File: src/rtl/fpu_pkg.sv
// Shared FP32 constants, result-flag type and classifier for the add/sub datapath.
package fpu_pkg;

    localparam int unsigned FP_WIDTH         = 32;
    localparam int unsigned FP_EXP_BITS      = 8;
    localparam int unsigned FP_MANT_BITS     = 23;
    localparam int unsigned RSLT_DLY_DEFAULT = 5;

    localparam logic [FP_WIDTH-1:0] POS_INF  = 32'h7F80_0000;
    localparam logic [FP_WIDTH-1:0] NEG_INF  = 32'hFF80_0000;
    localparam logic [FP_WIDTH-1:0] POS_ZERO = 32'h0000_0000;
    localparam logic [FP_WIDTH-1:0] NEG_ZERO = 32'h8000_0000;
    localparam logic [FP_WIDTH-1:0] CAN_NAN  = 32'h7FC0_0000;

    typedef struct packed {
        logic nan;
        logic inf;
        logic zero;
        logic subnormal;
    } fp_flags_t;

    // Exactly one of the four classes (or none, for a normal number) is reported.
    function automatic fp_flags_t fp_classify(input logic [FP_WIDTH-1:0] v);
        fp_flags_t                 f;
        logic [FP_EXP_BITS-1:0]    e;
        logic [FP_MANT_BITS-1:0]   m;
        e           = v[FP_WIDTH-2:FP_MANT_BITS];
        m           = v[FP_MANT_BITS-1:0];
        f.nan       = (&e) & (|m);
        f.inf       = (&e) & ~(|m);
        f.zero      = ~(|e) & ~(|m);
        f.subnormal = ~(|e) & (|m);
        return f;
    endfunction

endpackage

File: src/rtl/fpu_sync_fifo.sv
// Show-ahead synchronous FIFO: the head entry is visible on pop_data whenever count != 0.
module fpu_sync_fifo #(
    parameter int WIDTH = 32,
    parameter int DEPTH = 4
) (
    input  logic                         clk,
    input  logic                         arst,
    input  logic                         push,
    input  logic [WIDTH-1:0]             push_data,
    input  logic                         pop,
    output logic [WIDTH-1:0]             pop_data,
    output logic [$clog2(DEPTH+1)-1:0]   count
);

    localparam int PTR_W = $clog2(DEPTH);
    localparam int CNT_W = $clog2(DEPTH+1);

    logic [WIDTH-1:0] mem [DEPTH];
    logic [PTR_W-1:0] wr_ptr;
    logic [PTR_W-1:0] rd_ptr;
    logic [CNT_W-1:0] count_q;
    logic             full;
    logic             empty;
    logic             do_push;
    logic             do_pop;

    assign full    = (count_q == CNT_W'(DEPTH));
    assign empty   = (count_q == '0);
    assign do_pop  = pop & ~empty;
    // A push into a full FIFO is only legal when the head leaves in the same cycle.
    assign do_push = push & (~full | do_pop);

    always_ff @(posedge clk or posedge arst) begin
        if (arst) begin
            wr_ptr  <= '0;
            rd_ptr  <= '0;
            count_q <= '0;
        end else begin
            if (do_push) wr_ptr <= wr_ptr + PTR_W'(1);
            if (do_pop)  rd_ptr <= rd_ptr + PTR_W'(1);
            count_q <= count_q + CNT_W'(do_push) - CNT_W'(do_pop);
        end
    end

    always_ff @(posedge clk) begin
        if (do_push) mem[wr_ptr] <= push_data;
    end

    assign pop_data = mem[rd_ptr];
    assign count    = count_q;

endmodule

File: src/rtl/add_sub_result_queue.sv
// Captures add_sub_main results RSLT_DLY cycles after each accepted issue, classifies
// them and buffers them; issue credits guarantee the buffer never overflows.
module add_sub_result_queue
    import fpu_pkg::*;
#(
    parameter int WIDTH     = 32,
    parameter int EXP_BITS  = 8,
    parameter int MANT_BITS = 23,
    parameter int RSLT_DLY  = RSLT_DLY_DEFAULT,
    parameter int DEPTH     = 4
) (
    input  logic                         clk,
    input  logic                         arst,
    input  logic                         issue_valid,
    input  logic                         issue_op,
    output logic                         issue_ready,
    input  logic [WIDTH-1:0]             R,
    output logic                         res_valid,
    input  logic                         res_ready,
    output logic [WIDTH-1:0]             res_data,
    output logic                         res_op,
    output logic [3:0]                   res_flags,
    output logic [$clog2(DEPTH+1)-1:0]   occupancy
);

    localparam int CNT_W   = $clog2(DEPTH+1);
    localparam int FLAG_W  = $bits(fp_flags_t);
    localparam int ENTRY_W = WIDTH + 1 + FLAG_W;

    logic                   accept;
    logic                   push;
    logic                   pop;
    logic [RSLT_DLY-1:0]    pipe_vld;
    logic [RSLT_DLY-1:0]    pipe_op;
    logic [CNT_W-1:0]       occ_q;
    logic [CNT_W-1:0]       fifo_count;
    logic [EXP_BITS-1:0]    r_exp;
    logic [MANT_BITS-1:0]   r_man;
    fp_flags_t              r_flags;
    logic [ENTRY_W-1:0]     push_entry;
    logic [ENTRY_W-1:0]     head_entry;

    assign issue_ready = ~arst & (occ_q < CNT_W'(DEPTH));
    assign accept      = issue_valid & issue_ready;

    // The adder cannot stall, so the tracker shifts every cycle regardless of the FIFO.
    always_ff @(posedge clk or posedge arst) begin
        if (arst) begin
            pipe_vld <= '0;
            pipe_op  <= '0;
        end else begin
            pipe_vld[0] <= accept;
            pipe_op[0]  <= issue_op;
            for (int i = 1; i < RSLT_DLY; i++) begin
                pipe_vld[i] <= pipe_vld[i-1];
                pipe_op[i]  <= pipe_op[i-1];
            end
        end
    end

    assign r_exp = R[MANT_BITS +: EXP_BITS];
    assign r_man = R[MANT_BITS-1:0];

    always_comb begin
        r_flags           = '0;
        r_flags.nan       = (&r_exp) & (|r_man);
        r_flags.inf       = (&r_exp) & ~(|r_man);
        r_flags.zero      = ~(|r_exp) & ~(|r_man);
        r_flags.subnormal = ~(|r_exp) & (|r_man);
    end

    assign push       = pipe_vld[RSLT_DLY-1];
    assign push_entry = {R, pipe_op[RSLT_DLY-1], r_flags};
    assign pop        = res_valid & res_ready;

    fpu_sync_fifo #(
        .WIDTH (ENTRY_W),
        .DEPTH (DEPTH)
    ) u_fifo (
        .clk       (clk),
        .arst      (arst),
        .push      (push),
        .push_data (push_entry),
        .pop       (pop),
        .pop_data  (head_entry),
        .count     (fifo_count)
    );

    // Credits cover both in-flight and buffered results.
    always_ff @(posedge clk or posedge arst) begin
        if (arst) occ_q <= '0;
        else      occ_q <= occ_q + CNT_W'(accept) - CNT_W'(pop);
    end

    // Stale memory behind an empty FIFO is masked so idle outputs read as zero.
    assign res_valid = (fifo_count != '0);
    assign res_data  = res_valid ? head_entry[ENTRY_W-1 -: WIDTH] : '0;
    assign res_op    = res_valid ? head_entry[FLAG_W]             : 1'b0;
    assign res_flags = res_valid ? head_entry[FLAG_W-1:0]         : 4'b0000;
    assign occupancy = occ_q;

endmodule

File: config.mk
export PLATFORM = sky130hd
export DESIGN_NAME = add_sub_result_queue
export DESIGN_NICKNAME = d
export VERILOG_FILES = /design/src/rtl/fpu_pkg.sv /design/src/rtl/fpu_sync_fifo.sv /design/src/rtl/add_sub_result_queue.sv
export SDC_FILE = /design/constraint.sdc
export NUM_CORES = 1
export LEC_CHECK = 0
export CAP_MARGIN = 40
export CORE_UTILIZATION = 33
export CTS_BUF_LIST = sky130_fd_sc_hd__clkbuf_8
export DETAILED_ROUTE_END_ITERATION = 7
export PLACE_DENSITY = 0.55
export SYNTH_ARGS = -nofsm -noshare
export SYNTH_HDL_FRONTEND = slang
export SYNTH_HIERARCHICAL = 1
export SYNTH_SLANG_ARGS = --single-unit
File: constraint.sdc
create_clock -name clk -period 7.5 [get_ports clk]
set_clock_uncertainty 0.05 [all_clocks]
set_input_delay 1.5 -clock clk [delete_from_list [all_inputs] [get_ports clk]]
set_output_delay 1.5 -clock clk [all_outputs]
set_load 0.02 [all_outputs]
==> metrics.txt <==
clock power share=22.2%; drt first pass iters=4; DR iter-0 viols=164; die span in x=143.0 um; relative slew slack=48.27%; outcome=finished clean; Final HPWL DP=7862 um; setup TNS=0 ns; gpl congestion=0.6721; Final min period=4.532 ns; Crit Path Max Fanout=29; CP cell instances=buf_4 > mux4_2 > nor2b_1 > clkdlybuf4s50_1; crit share post-route=60.43%; Area growth syn-to-layout=24.33%; CTS Buffer Depth=2; R2R depth=10; vias per cell=4.603; R2R Setup Slk=4.37 ns; asr flop ratio synth=11.90%; Hold Fails Final Rpt=0; hold wc startpoint=pipe_op[2]; ANT cells=0; DRC Markers=0; worst flop-to-flop path endpoint=u_fifo/count[2]; post-route insts no fill=687; CTS resizes=0; CP Class=flip-flop to primary output; Mean Syn Cell Area=20.68 sq um; CTS buffer count=17; Die Area=20,430 sq um; Leakage=2.711 nW; wire per inst=18.35 um; worst hold path type=flip-flop to flip-flop; Reg clk slew, reported paths=0.08 ns; total of warnings raised by yosys=6; number of unique standard cell types used by synthesis=28; switching share of total power=31.31%; row count=51; CP arrival=2.98 ns; fmax=0.2206 GHz; DP Cell Count=655; number of antenna violations at the first check in global routing=0; register area share after synthesis=75.42%; max-slew violations=0; register bit total from synthesis=168; H-tree depth=4; synthesized area=6556 sq um; Worst R2R Start=u_fifo/count[1]; # port buffers=78; Final Net Count=456; # hold bufs at CTS=0; Post-Syn Instances=317; CP max stage delay=0.61 ns; Root Buffer=clkbuf_8; largest net degree at the start of global routing=30; antenna-violating nets left=0; IR drop worst, VDD=134.2 uV; WP data required=5.95 ns; Max Cap Viol=0; sequential share of power=40.2%; total wire length=12,610 um; Ports=79; Fill cells=1,755; Total Routing Usage GR=13.41%; unrepaired setup endpoints after global routing=false; Initial Util=33.69%; Core ar.=19,460 sq um; P_int=0.002046 W; Worst setup SP type=flip-flop; number of synthesized flops with an enable pin=148; Hold Path End=pipe_op[3]; share of layout cells above drive strength 1=20.85%; Combinational Power Share=37.6%; die height=143.0 um; Synthesized Nets=364; CTS tree=done; setup violators final=0; worst-margin pin slew=0.7735 ns; total power divided by cell area=365.4 nW/um^2; Synth Flop Type=edfxtp_1; NetSw=0.0009326 W; CP max-delay cell=dfrtp_2; Clock Sinks=168; via count=3,162; clk_lat worst skew=0.44 ns; CP endpoint kind=primary output; post-CTS setup repair buffer count=0; vias in the first global route=3,362; first-pass GRT wire length=19,310 um; gr ovfl total=0; Hold Path Cell Cnt=0
## stage by stage
stage	power (W)	util, %	worst slack, ns	hold WS, ns	instance area [sq um]
3_3_place_gp	0.002330	39.19	3.266	0.2876	7627
4_1_cts	0.003039	41.88	2.826	0.3045	8152
5_1_grt	0.003146	41.88	2.722	0.3167	8152
3_5_place_dp	0.002366	39.70	3.244	0.2847	7727
2_1_floorplan	0.001885	-	4.141	0.2812	6556
6_report	0.002979	41.88	2.968	0.3026	8152
## cells by family (layout without fill, tap and decap cells)
family	count (synthesis)	count (layout)	share of synthesized area, %
flops	168	168	75.42
fa+ha+maj	10	10	2.137
mux	38	38	12.94
simple gates	64	64	6.240
xor+xnor	7	7	0.9351
compound gates	4	4	0.4580
buf+inv	26	131	1.870
## power by group through the flow
stage	registers, W	clock network (W)	logic [W]
after floorplan	0.00118	0	0.000707
after global placement	0.00124	0	0.00109
after detailed placement	0.00122	0	0.00114
after CTS	0.00120	0.000688	0.00115
after global routing	0.00121	0.000719	0.00122
final	0.00120	0.000662	0.00112
## critical path, delay by kind of cell, from the launching register on
family / cells / cell delay, ns
buf+inv: 2 / 1.17
flops: 1 / 0.61
mux: 1 / 0.57
simple gates: 1 / 0.16
## worst max path at each step
stage	from	endpoint	slack, ns	cells past startpoint
after floorplan	arst	issue_ready	4.14	1
after global placement	arst	issue_ready	3.27	3
after detailed placement	arst	issue_ready	3.24	3
after CTS	u_fifo/rd_ptr[0]	res_flags[1]	2.83	4
after global routing	u_fifo/rd_ptr[0]	res_data[28]	2.72	4
final	u_fifo/rd_ptr[0]	res_flags[3]	2.97	4
## area by class of cell
| cell class | count | area, sq um | share of cell area (%) |
|---|---|---|---|
| inverter | 14 | 52.55 | 0.6447 |
| tap | 265 | 331.6 | 4.068 |
| clock buffer | 23 | 316.6 | 3.883 |
| sequential | 168 | 4947 | 60.69 |
| multi-input combinational | 123 | 1500 | 18.40 |
| timing repair buffer | 85 | 895.9 | 10.99 |
| clock inverter | 9 | 107.6 | 1.320 |
## synth_stat cells, types with 2 or more instances
cell type	n	share of area (%)
dfrtp_1	20	7.6
nor4_2	3	0.57
fa_1	2	0.61
a21oi_1	2	0.15
buf_2	8	0.61
edfxtp_1	148	68
buf_4	2	0.23
xor2_1	2	0.27
ha_1	8	1.5
and2_1	5	0.48
xnor2_1	5	0.67
nor4_1	4	0.38
nor3_1	3	0.23
mux4_2	37	13
nand2_1	4	0.23
inv_1	13	0.74
nand4_1	3	0.29
nor2b_1	38	3.6
## placed cells by master (no fill, tap or decap), drive strengths merged
cell type / synthesis / routed
nand4: 3 / 3
fa: 2 / 2
o41a: 1 / 1
o31a: 1 / 1
nor2b: 38 / 38
nor3: 4 / 4
xnor2: 5 / 5
nand2: 4 / 4
bufinv: 0 / 2
a21oi: 2 / 2
edfxtp: 148 / 148
ha: 8 / 8
xor2: 2 / 2
clkdlybuf4s50: 0 / 78
mux2: 1 / 1
inv: 14 / 19
clkinv: 0 / 2
and4: 1 / 1
mux4: 37 / 37
clkbuf: 1 / 23
and2: 5 / 5
nor2: 1 / 1
or2: 1 / 1
nor4: 7 / 7
buf: 11 / 7
dfrtp: 20 / 20
## per-layer routing
layer	up-vias	GRT usage, %	routed length (um)
li1	1425	-	-
met1	1648	17.80	5806
met2	79	20.49	6021
met3	10	4.393	685
met4	0	4.980	95
met5	-	0	0
## flip-flops by register name, summed over array words and instances (netlist names)
signal,cells
occupancy,3
u_fifo/count,3
u_fifo/mem,148
pipe_vld,5
u_fifo/wr_ptr,2
u_fifo/rd_ptr,2
pipe_op,5
Note: power is estimated with default switching activity, not from simulation.
